$ cat config.mk
export PLATFORM = sky130hd
export DESIGN_NAME = ray_setup_gen_flat
export DESIGN_NICKNAME = d
export VERILOG_FILES = /design/src/rtl/ray_setup_gen_if.sv /design/src/rtl/ray_setup_gen.sv /design/src/flat_wrapper.sv
export SDC_FILE = /design/constraint.sdc
export NUM_CORES = 2
export LEC_CHECK = 0
export BUFFER_PORTS_ARGS = -buffer_cell sky130_fd_sc_hd__buf_4
export CAP_MARGIN = 5
export CORE_MARGIN = 2
export CORE_UTILIZATION = 45
export CTS_CLUSTER_SIZE = 14
export DETAILED_ROUTE_END_ITERATION = 8
export RECOVER_POWER = 50
export REMOVE_ABC_BUFFERS = 1
export SLEW_MARGIN = 20
export SYNTH_ARGS = -nofsm -noshare
export SYNTH_HDL_FRONTEND = slang
export SYNTH_SLANG_ARGS = --single-unit
export TNS_END_PERCENT = 5
$ cat constraint.sdc
create_clock -name pixel_clk_in -period 12.65 [get_ports pixel_clk_in]
set_input_delay 2.53 -clock pixel_clk_in [delete_from_list [all_inputs] [get_ports pixel_clk_in]]
set_output_delay 2.53 -clock pixel_clk_in [all_outputs]
set_load 0.02 [all_outputs]
$ cat src/rtl/ray_setup_gen_if.sv
// Push-side link from the ray setup generator to the DDA FIFO.
// The master produces ray words and the push strobe. The slave returns backpressure.
interface ray_setup_gen_if;
   logic [119:0] dda_data_out;
   logic         push_out;
   logic         stall_in;

   modport master (output dda_data_out, output push_out, input stall_in);
   modport slave  (input dda_data_out, input push_out, output stall_in);
endinterface

$ cat src/rtl/ray_setup_gen.sv
// Per-frame ray setup generator: walks columns, computes cameraX/rayDir/deltaDist/sideDist
// with one shared restoring divider, and pushes one packed 120-bit word per column.
module ray_setup_gen #(
   parameter int SCREEN_WIDTH = 256,
   parameter int N            = 24
) (
   input  logic        pixel_clk_in,
   input  logic        rst_in,
   input  logic        frame_start_in,
   input  logic [15:0] pos_x_in,
   input  logic [15:0] pos_y_in,
   input  logic [15:0] dir_x_in,
   input  logic [15:0] dir_y_in,
   input  logic [15:0] plane_x_in,
   input  logic [15:0] plane_y_in,
   output logic        busy_out,
   output logic        frame_done_out,
   ray_setup_gen_if.master dda
);

   if (SCREEN_WIDTH > 256 || (SCREEN_WIDTH & (SCREEN_WIDTH - 1)) != 0 || N > 256) begin : g_bad_param
      $error("ray_setup_gen: SCREEN_WIDTH must be a power of 2 <= 256 and N <= 256");
   end

   localparam logic [4:0] DIV_LAST = 5'd24;
   localparam logic [7:0] X_LAST   = 8'(SCREEN_WIDTH - 1);

   typedef enum logic [2:0] {IDLE, CAMX, RAYDIR, DDX, DDY, SIDE, PUSH, DONE} state_t;

   state_t      state, state_next;
   logic [7:0]  x_cnt, x_next;
   logic [4:0]  cyc, cyc_next;
   logic        busy_next, push_next, done_next;

   logic [15:0] pos_x_q, pos_y_q, dir_x_q, dir_y_q, plane_x_q, plane_y_q;
   logic [15:0] cam_x, ray_x, ray_y, delta_x, delta_y, side_x, side_y;

   logic [15:0] div_rem, div_den, rem_nxt;
   logic [23:0] div_quo, quo_nxt, div_num_ld;
   logic [15:0] div_den_ld;
   logic [16:0] rem_sh;
   logic        div_ge, div_state, div_load;

   function automatic logic [15:0] ray_sum(input logic [15:0] d, input logic [15:0] p,
                                           input logic [15:0] c);
      logic signed [31:0] prod;
      logic signed [31:0] sum;
      prod = 32'($signed(p)) * 32'($signed(c));
      sum  = 32'($signed(d)) + (prod >>> 8);
      if (sum > 32'sd32767)       return 16'h7FFF;
      else if (sum < -32'sd32768) return 16'h8000;
      else                        return sum[15:0];
   endfunction

   function automatic logic [15:0] delta_sat(input logic [23:0] q);
      return (|q[23:16]) ? 16'hFFFF : q[15:0];
   endfunction

   function automatic logic [15:0] side_dist(input logic neg, input logic [7:0] frac,
                                             input logic [15:0] dd);
      logic [8:0]  f;
      logic [24:0] prod;
      f    = neg ? {1'b0, frac} : 9'd256 - {1'b0, frac};
      prod = 25'(f) * 25'(dd);
      return prod[24] ? 16'hFFFF : prod[23:8];
   endfunction

   // One restoring step: shift in the next dividend bit, subtract when it fits.
   always_comb begin
      rem_sh  = {div_rem, div_quo[23]};
      div_ge  = rem_sh >= {1'b0, div_den};
      quo_nxt = {div_quo[22:0], div_ge};
      rem_nxt = div_ge ? 16'(rem_sh - {1'b0, div_den}) : rem_sh[15:0];
   end

   always_comb begin
      div_state  = (state == CAMX) || (state == DDX) || (state == DDY);
      div_load   = div_state && (cyc == 5'd0);
      div_num_ld = 24'h01_0000;
      div_den_ld = ray_x[15] ? 16'(-ray_x) : ray_x;
      if (state == CAMX) begin
         div_num_ld = 24'({x_cnt, 9'd0});
         div_den_ld = 16'(SCREEN_WIDTH);
      end else if (state == DDY) begin
         div_den_ld = ray_y[15] ? 16'(-ray_y) : ray_y;
      end
   end

   // NOTE: every output of a combinational block gets a default first so no latch is inferred.
   always_comb begin
      state_next = state;
      x_next     = x_cnt;
      cyc_next   = 5'd0;
      busy_next  = busy_out;
      push_next  = 1'b0;
      done_next  = 1'b0;
      case (state)
         IDLE: if (frame_start_in) begin
            state_next = CAMX;
            busy_next  = 1'b1;
            x_next     = 8'd0;
         end
         CAMX, DDX, DDY: begin
            if (cyc == DIV_LAST) begin
               state_next = (state == CAMX) ? RAYDIR : (state == DDX) ? DDY : SIDE;
            end else begin
               cyc_next = cyc + 5'd1;
            end
         end
         RAYDIR: state_next = DDX;
         SIDE:   state_next = PUSH;
         PUSH: if (!dda.stall_in) begin
            push_next = 1'b1;
            if (x_cnt == X_LAST) begin
               state_next = DONE;
            end else begin
               x_next     = x_cnt + 8'd1;
               state_next = CAMX;
            end
         end
         DONE: begin
            done_next  = 1'b1;
            busy_next  = 1'b0;
            state_next = IDLE;
         end
         default: state_next = IDLE;
      endcase
   end

   always_ff @(posedge pixel_clk_in) begin
      if (!rst_in) begin
         state            <= IDLE;
         x_cnt            <= 8'd0;
         cyc              <= 5'd0;
         busy_out         <= 1'b0;
         frame_done_out   <= 1'b0;
         dda.push_out     <= 1'b0;
         dda.dda_data_out <= '0;
      end else begin
         state          <= state_next;
         x_cnt          <= x_next;
         cyc            <= cyc_next;
         busy_out       <= busy_next;
         frame_done_out <= done_next;
         dda.push_out   <= push_next;
         if (push_next) begin
            dda.dda_data_out <= {x_cnt, ray_x, ray_y, side_x, side_y, delta_x, delta_y,
                                 pos_x_q[15:8], pos_y_q[15:8]};
         end
      end
   end

   // NOTE: datapath registers carry no reset; each is written before the control path reads it.
   always_ff @(posedge pixel_clk_in) begin
      if (state == IDLE && frame_start_in) begin
         pos_x_q   <= pos_x_in;
         pos_y_q   <= pos_y_in;
         dir_x_q   <= dir_x_in;
         dir_y_q   <= dir_y_in;
         plane_x_q <= plane_x_in;
         plane_y_q <= plane_y_in;
      end

      if (div_load) begin
         div_rem <= 16'd0;
         div_quo <= div_num_ld;
         div_den <= div_den_ld;
      end else if (div_state) begin
         div_rem <= rem_nxt;
         div_quo <= quo_nxt;
      end

      case (state)
         CAMX:   if (cyc == DIV_LAST) cam_x <= quo_nxt[15:0] - 16'd256;
         RAYDIR: begin
            ray_x <= ray_sum(dir_x_q, plane_x_q, cam_x);
            ray_y <= ray_sum(dir_y_q, plane_y_q, cam_x);
         end
         // A zero ray direction never reaches the wall on that axis.
         DDX: if (cyc == DIV_LAST) delta_x <= (ray_x == 16'd0) ? 16'hFFFF : delta_sat(quo_nxt);
         DDY: if (cyc == DIV_LAST) delta_y <= (ray_y == 16'd0) ? 16'hFFFF : delta_sat(quo_nxt);
         SIDE: begin
            side_x <= side_dist(ray_x[15], pos_x_q[7:0], delta_x);
            side_y <= side_dist(ray_y[15], pos_y_q[7:0], delta_y);
         end
         default: ;
      endcase
   end

endmodule

$ cat src/flat_wrapper.sv
// flat-port wrapper written by rule: the top's interface ports become plain ports
module ray_setup_gen_flat 
#(
   parameter int SCREEN_WIDTH = 256,
   parameter int N            = 24
)
  (pixel_clk_in, rst_in, frame_start_in, pos_x_in, pos_y_in, dir_x_in, dir_y_in, plane_x_in, plane_y_in, busy_out, frame_done_out, dda_dda_data_out, dda_push_out, dda_stall_in);
  ray_setup_gen_if dda_i ();
  input  logic pixel_clk_in;
  input  logic rst_in;
  input  logic frame_start_in;
  input  logic [15:0] pos_x_in;
  input  logic [15:0] pos_y_in;
  input  logic [15:0] dir_x_in;
  input  logic [15:0] dir_y_in;
  input  logic [15:0] plane_x_in;
  input  logic [15:0] plane_y_in;
  output logic busy_out;
  output logic frame_done_out;
  output wire logic [$bits(dda_i.dda_data_out)-1:0] dda_dda_data_out;
  output wire logic [$bits(dda_i.push_out)-1:0] dda_push_out;
  input wire logic [$bits(dda_i.stall_in)-1:0] dda_stall_in;
  assign dda_dda_data_out = dda_i.dda_data_out;
  assign dda_push_out = dda_i.push_out;
  assign dda_i.stall_in = dda_stall_in;
  ray_setup_gen #(.SCREEN_WIDTH(SCREEN_WIDTH), .N(N)) u_core (.pixel_clk_in(pixel_clk_in), .rst_in(rst_in), .frame_start_in(frame_start_in), .pos_x_in(pos_x_in), .pos_y_in(pos_y_in), .dir_x_in(dir_x_in), .dir_y_in(dir_y_in), .plane_x_in(plane_x_in), .plane_y_in(plane_y_in), .busy_out(busy_out), .frame_done_out(frame_done_out), .dda(dda_i));
endmodule
== Yosys cells after proc, flatten, opt, wreduce, memory -nomap -nowiden ==
Cells that the tools add are included.
Word-level totals
  bits of input ports: 100
  output and inout bits: 123
  logic and storage cells: 105
  register bits: 403
Cells by class
  bitwise operators: 2
  multiply operators: 4
  muxes and demuxes: 28
  magnitude comparators: 5
  eq/ne operators: 13
  add/sub/neg operators: 10
  reduce and logical (&&, ||, !) cells: 20
Operators with widths (count)
  16-bit two-way mux: 7
  32-bit by 16-bit greater-than comparator with 1-bit output, second input constant: 2
  32-bit by 16-bit less-than comparator with 1-bit output, second input constant: 2
  16-bit by 16-bit multiplier with 32-bit output: 2
  16-bit by 24-bit adder with 25-bit output: 2
  9-bit by 16-bit multiplier with 25-bit output: 2
  24-bit two-way mux: 2
  16-bit zero test: 2
  16-bit negator: 2
  8-bit two-way mux: 3
  9-bit two-way mux: 2
  3-bit case mux with 6 select lines: 1
  9-bit by 8-bit subtractor with 9-bit output, first input constant: 2
  17-bit by 16-bit >= comparator with 1-bit output: 1
  17-bit two-way mux: 1
  8-bit case mux with 2 select lines: 1
  16-bit subtractor: 1
  16-bit by 9-bit subtractor with 16-bit output, second input constant: 1
  3-bit two-way mux: 5
  3-bit == test, second input constant: 4
  8-bit by 1-bit adder with 8-bit output, second input constant: 1
  8-bit == test, second input constant: 1
  2-bit AND reduction: 4
  8-bit OR reduction: 1
  17 further kinds: 30

== Longest topological paths before layout ==
  depth after elaboration: 5
  mapped depth: 36
  gate-level depth less buffers: 33

== Worst setup path after synthesis ==
No wires, ideal clock.
  path kind: input port to flip-flop
  start: in frame_start_in
  end: reg u_core.x_cnt[0]
  library setup time: 124 ps
  stages: 5
  arrival: 9901 ps
  slack: 2625 ps
  buffers on the path: 1
  required time: 12526 ps
  cell sequence: nand2b_1 -> nor3_1 -> nand2b_1 -> buf_1 -> nor2_1
Between the ends
  cells in the longest elaborated chain, start to end: 2
Ends and longest elaborated chain
  start, declared: line flat_wrapper.sv:11  | input logic frame_start_in;
  2-bit != test (no source line)
  4-bit AND reduction (no source line)
  end signal, assigned: line ray_setup_gen.sv:141  | x_cnt <= x_next;
  end, declared: line ray_setup_gen.sv:31  | logic [7:0] x_cnt, x_next;
No other way between the ends.
A chain may end at the register's enable or synchronous reset.

== Final worst setup path ==
  start: reg u_core.cam_x[4]
  end: reg u_core.ray_x[0], data pin
Between the ends
  cells in the longest elaborated chain, start to end: 4
  elaborated cells between the ends (all ways): 5
  classes of those cells: add/sub (1); mul (1); order compare (2); mux (1)
Ends and longest elaborated chain
  start, declared: line ray_setup_gen.sv:36  | logic [15:0] cam_x, ray_x, ray_y, delta_x, delta_y, side_x, side_y;
  start signal, assigned: line ray_setup_gen.sv:174  | CAMX: if (cyc == DIV_LAST) cam_x <= quo_nxt[15:0] - 16'd256;
  16-bit by 16-bit multiplier with 32-bit output *: line ray_setup_gen.sv:48  | prod = 32'($signed(p)) * 32'($signed(c));
  16-bit by 24-bit adder with 25-bit output *: line ray_setup_gen.sv:49  | sum = 32'($signed(d)) + (prod >>> 8);
  32-bit by 16-bit less-than comparator with 1-bit output: line ray_setup_gen.sv:51  | else if (sum < -32'sd32768) return 16'h8000;
  16-bit two-way mux: line ray_setup_gen.sv:51
  end signal, assigned: line ray_setup_gen.sv:176  | ray_x <= ray_sum(dir_x_q, plane_x_q, cam_x);
  end, declared: line ray_setup_gen.sv:36
Every way passes the cells marked *; elsewhere a longest branch is shown, timed or not.

==> run_results.csv <==
group,metric,value,unit
die,core_area,0.103,mm2
yosys,ys_ff_latch,403,
setup_path,r2r-end,"u_core.ray_x[0]",
clocking,cts_resized,0,
setup_path,required,12990,ps
worst_hold_path,hold_class,"reg -> reg",
place,port_buffers,222,
route,first_iter_violations,1724,
yosys,syn_area,0.0466,mm2
sta,setup_viol,0,
yosys,async_reset_ff_share,0,%
setup_path,worstPathMaxFanout,32,
clocking,clkTransAtPathRegs,60,ps
sta,slew_headroom,-162,%
route,wl_met3,4.39,mm
route,drt-total-wl,109,mm
yosys,netlist_instances,4905,
route,vias,32900,
grt,grt_use_total,21.2,%
yosys,yosys.cell_count.top_type,"inv_1",
job,drv_cap,6,
setup_path,startpoint_type,"register",
cells_and_area,fin_cells,6426,
setup_path,startpoint,"u_core.cam_x[4]",
cells_and_area,largest_reg_flops,120,
grt,grt_pass1_wl,181,mm
yosys,synth_top_flop_cell,"edfxtp_1",
clocking,post-cts-setup-buffers,0,
clocking,cts-root-buf,"clkbuf_16",
setup_path,critical_path_arrival,10400,ps
yosys,ys_top_cells_by_area,"fa_1, edfxtp_1, ha_1",
cells_and_area,fin_nets,6142,
sta,slew_viol_final,257,
yosys,synth.top_cells.by_count,"inv_1, nand2_1, fa_1",
clocking,clk_path_buf_depth,3,
clocking,insertion_delay,670,ps
status,violations,"max-capacitance violations, max-slew violations",
die,rows,118,
cells_and_area,syn2layout_area_growth,9.71,%
die,die_w,326,um
die,start_util,45.2,%
sta,fmax,99.4,MHz
place,gp_congestion,0.853,
setup_path,slowest_stage,"edfxtp_1",
cells_and_area,largest-register,"u_core.dda.dda_data_out",
setup_path,reg2reg_from,"u_core.cam_x[4]",
grt,grt_max_degree,102,
die,io_pins,223,
cells_and_area,drive_gt1_share,7.57,%
yosys,ys_seq_area_share,22.6,%
sta,clock_skew,32.1,ps
yosys,ys_types,88,
sta,hold_violations,0,
route,ant_nets,0,
sta,period_minus_slack,10060,ps
route,highest_layer,"met5",
place,dp.cells,6332,
sta,tightest_slew,3920,ps
route,wl_per_cell,17.0,um
setup_path,reg2reg_depth,30,
clocking,htreeDepth,2,
route,firstDrtPassIters,8,
clocking,cts_buffers,48,
setup_path,crit_type,"reg -> reg",
yosys,yosysTopAreaCell,"fa_1",
yosys,synth_edf_count,248,
route,route.met2.wl,55.8,mm
sta,finalSetupTns,0,ps
grt,antenna_found_initial,2,
clocking,hold_buffers,0,
yosys,synth.avg_cell_area,9.51,um2
route,drc_errors,0,
cells_and_area,nFillCells,9777,
clocking,cts_sinks,403,
route,via_per_inst,5.12,
setup_path,rrSetupSlack,2590,ps
die,dieArea,0.106,mm2
status,run_status,"finished with violations",
setup_path,cp-end-kind,"register",
clocking,tritoncts,"built",
setup_path,critPathCapture,"u_core.ray_x[0]",
yosys,ys_warn_count,0,
setup_path,cp_common_cell,"fa_1",
place,place_hpwl,85.5,mm
die,die_y,326,um
route,m1WireLength,45.4,mm
cells_and_area,stdcell_area,0.0512,mm2
sta,fin_crit_sh,79.5,%
grt,gr-total-overflow,0,
place,placed_cell_area,0.0496,mm2
cells_and_area,reg_top3,"u_core.dda.dda_data_out: 120 flops, u_core.div_quo: 24 flops",
setup_path,slowest_delay,1060,ps
sta,rsz0062_at_grt,"no",
yosys,synth_top_area_share,31.0,%
grt,grt_pass1_vias,34400,
[layout by cell type, fill, tap and decap left out, types with 50 or more instances in the layout]
| cell | n |
|---|---|
| xnor2_1 | 106 |
| a21oi_1 | 107 |
| inv_1 | 886 |
| o21ai_0 | 85 |
| a21boi_0 | 123 |
| buf_4 | 152 |
| nand2b_1 | 59 |
| ha_1 | 316 |
| clkbuf_4 | 92 |
| nor2_1 | 150 |
| nor2b_1 | 106 |
| and2_1 | 281 |
| fa_1 | 721 |
| dfxtp_1 | 155 |
| nor3_1 | 50 |
| nand2_1 | 750 |
| edfxtp_1 | 248 |
| xor2_1 | 75 |
[kinds of logic (layout without fill, tap and decap cells)]
| group | count (synthesis) | in the layout | synth area share [%] |
|---|---|---|---|
| and+or+nand+nor | 1601 | 1601 | 16.6 |
| xor gates and xnor gates | 186 | 186 | 3.51 |
| adders and majority gates | 1037 | 1037 | 39.4 |
| DFF | 403 | 403 | 22.6 |
| buffers and inverters | 1101 | 1241 | 8.96 |
| other | 0 | 1 | 0 |
| muxes | 10 | 10 | 0.231 |
| AOI/OAI and AO/OA | 567 | 567 | 8.59 |
[layer usage]
metal  up-vias  GRT usage [%]
li1      15600              -
met1     16500           26.6
met5         -              0
met3       168           2.40
met4         2           7.39
met2       656           37.9
[per-stage QoR]
stage	util, %	setup WS [ps]	hold slack (ps)
3_3_place_gp	48.0	2920	449
5_1_grt	49.6	1900	484
6_report	49.6	2590	464
2_1_floorplan	-	2690	430
3_5_place_dp	48.0	2600	450
4_1_cts	49.6	2550	468
[worst min-delay path by stage]
stage                                 from                           to  slack [ps]  depth (start not counted)
2_1_floorplan                u_core.cyc[0]                u_core.cyc[0]         430                          1
3_3_place_gp                 u_core.cyc[0]                u_core.cyc[0]         450                          1
3_5_place_dp                 u_core.cyc[0]                u_core.cyc[0]         450                          1
4_1_cts        u_core.dda.dda_data_out[49]  u_core.dda.dda_data_out[49]         470                          2
5_1_grt        u_core.dda.dda_data_out[27]  u_core.dda.dda_data_out[27]         480                          2
6_report       u_core.dda.dda_data_out[27]  u_core.dda.dda_data_out[27]         460                          2
[critical path: cells and delay by family (launching register included)]
kind	cells	cell delay (ps)
and+or+nand+nor	8	2890
buffers and inverters	4	210
DFF	1	1060
xor gates and xnor gates	1	230
AOI/OAI and AO/OA	9	1840
adders and majority gates	8	3480
[layout make-up]
class	count	area, um2	area share (%)
multi-input combinational	3401	32000	62.5
timing repair buffer	264	1930	3.77
sequential	403	10600	20.6
antenna	1	2.50	0.00489
tap	1380	1730	3.38
clock buffer	65	1340	2.61
clock inverter	25	299	0.585
inverter	887	3330	6.51
Power is not shown: default switching activity piles up to over one toggle a cycle in this logic, so the estimate is an artifact.
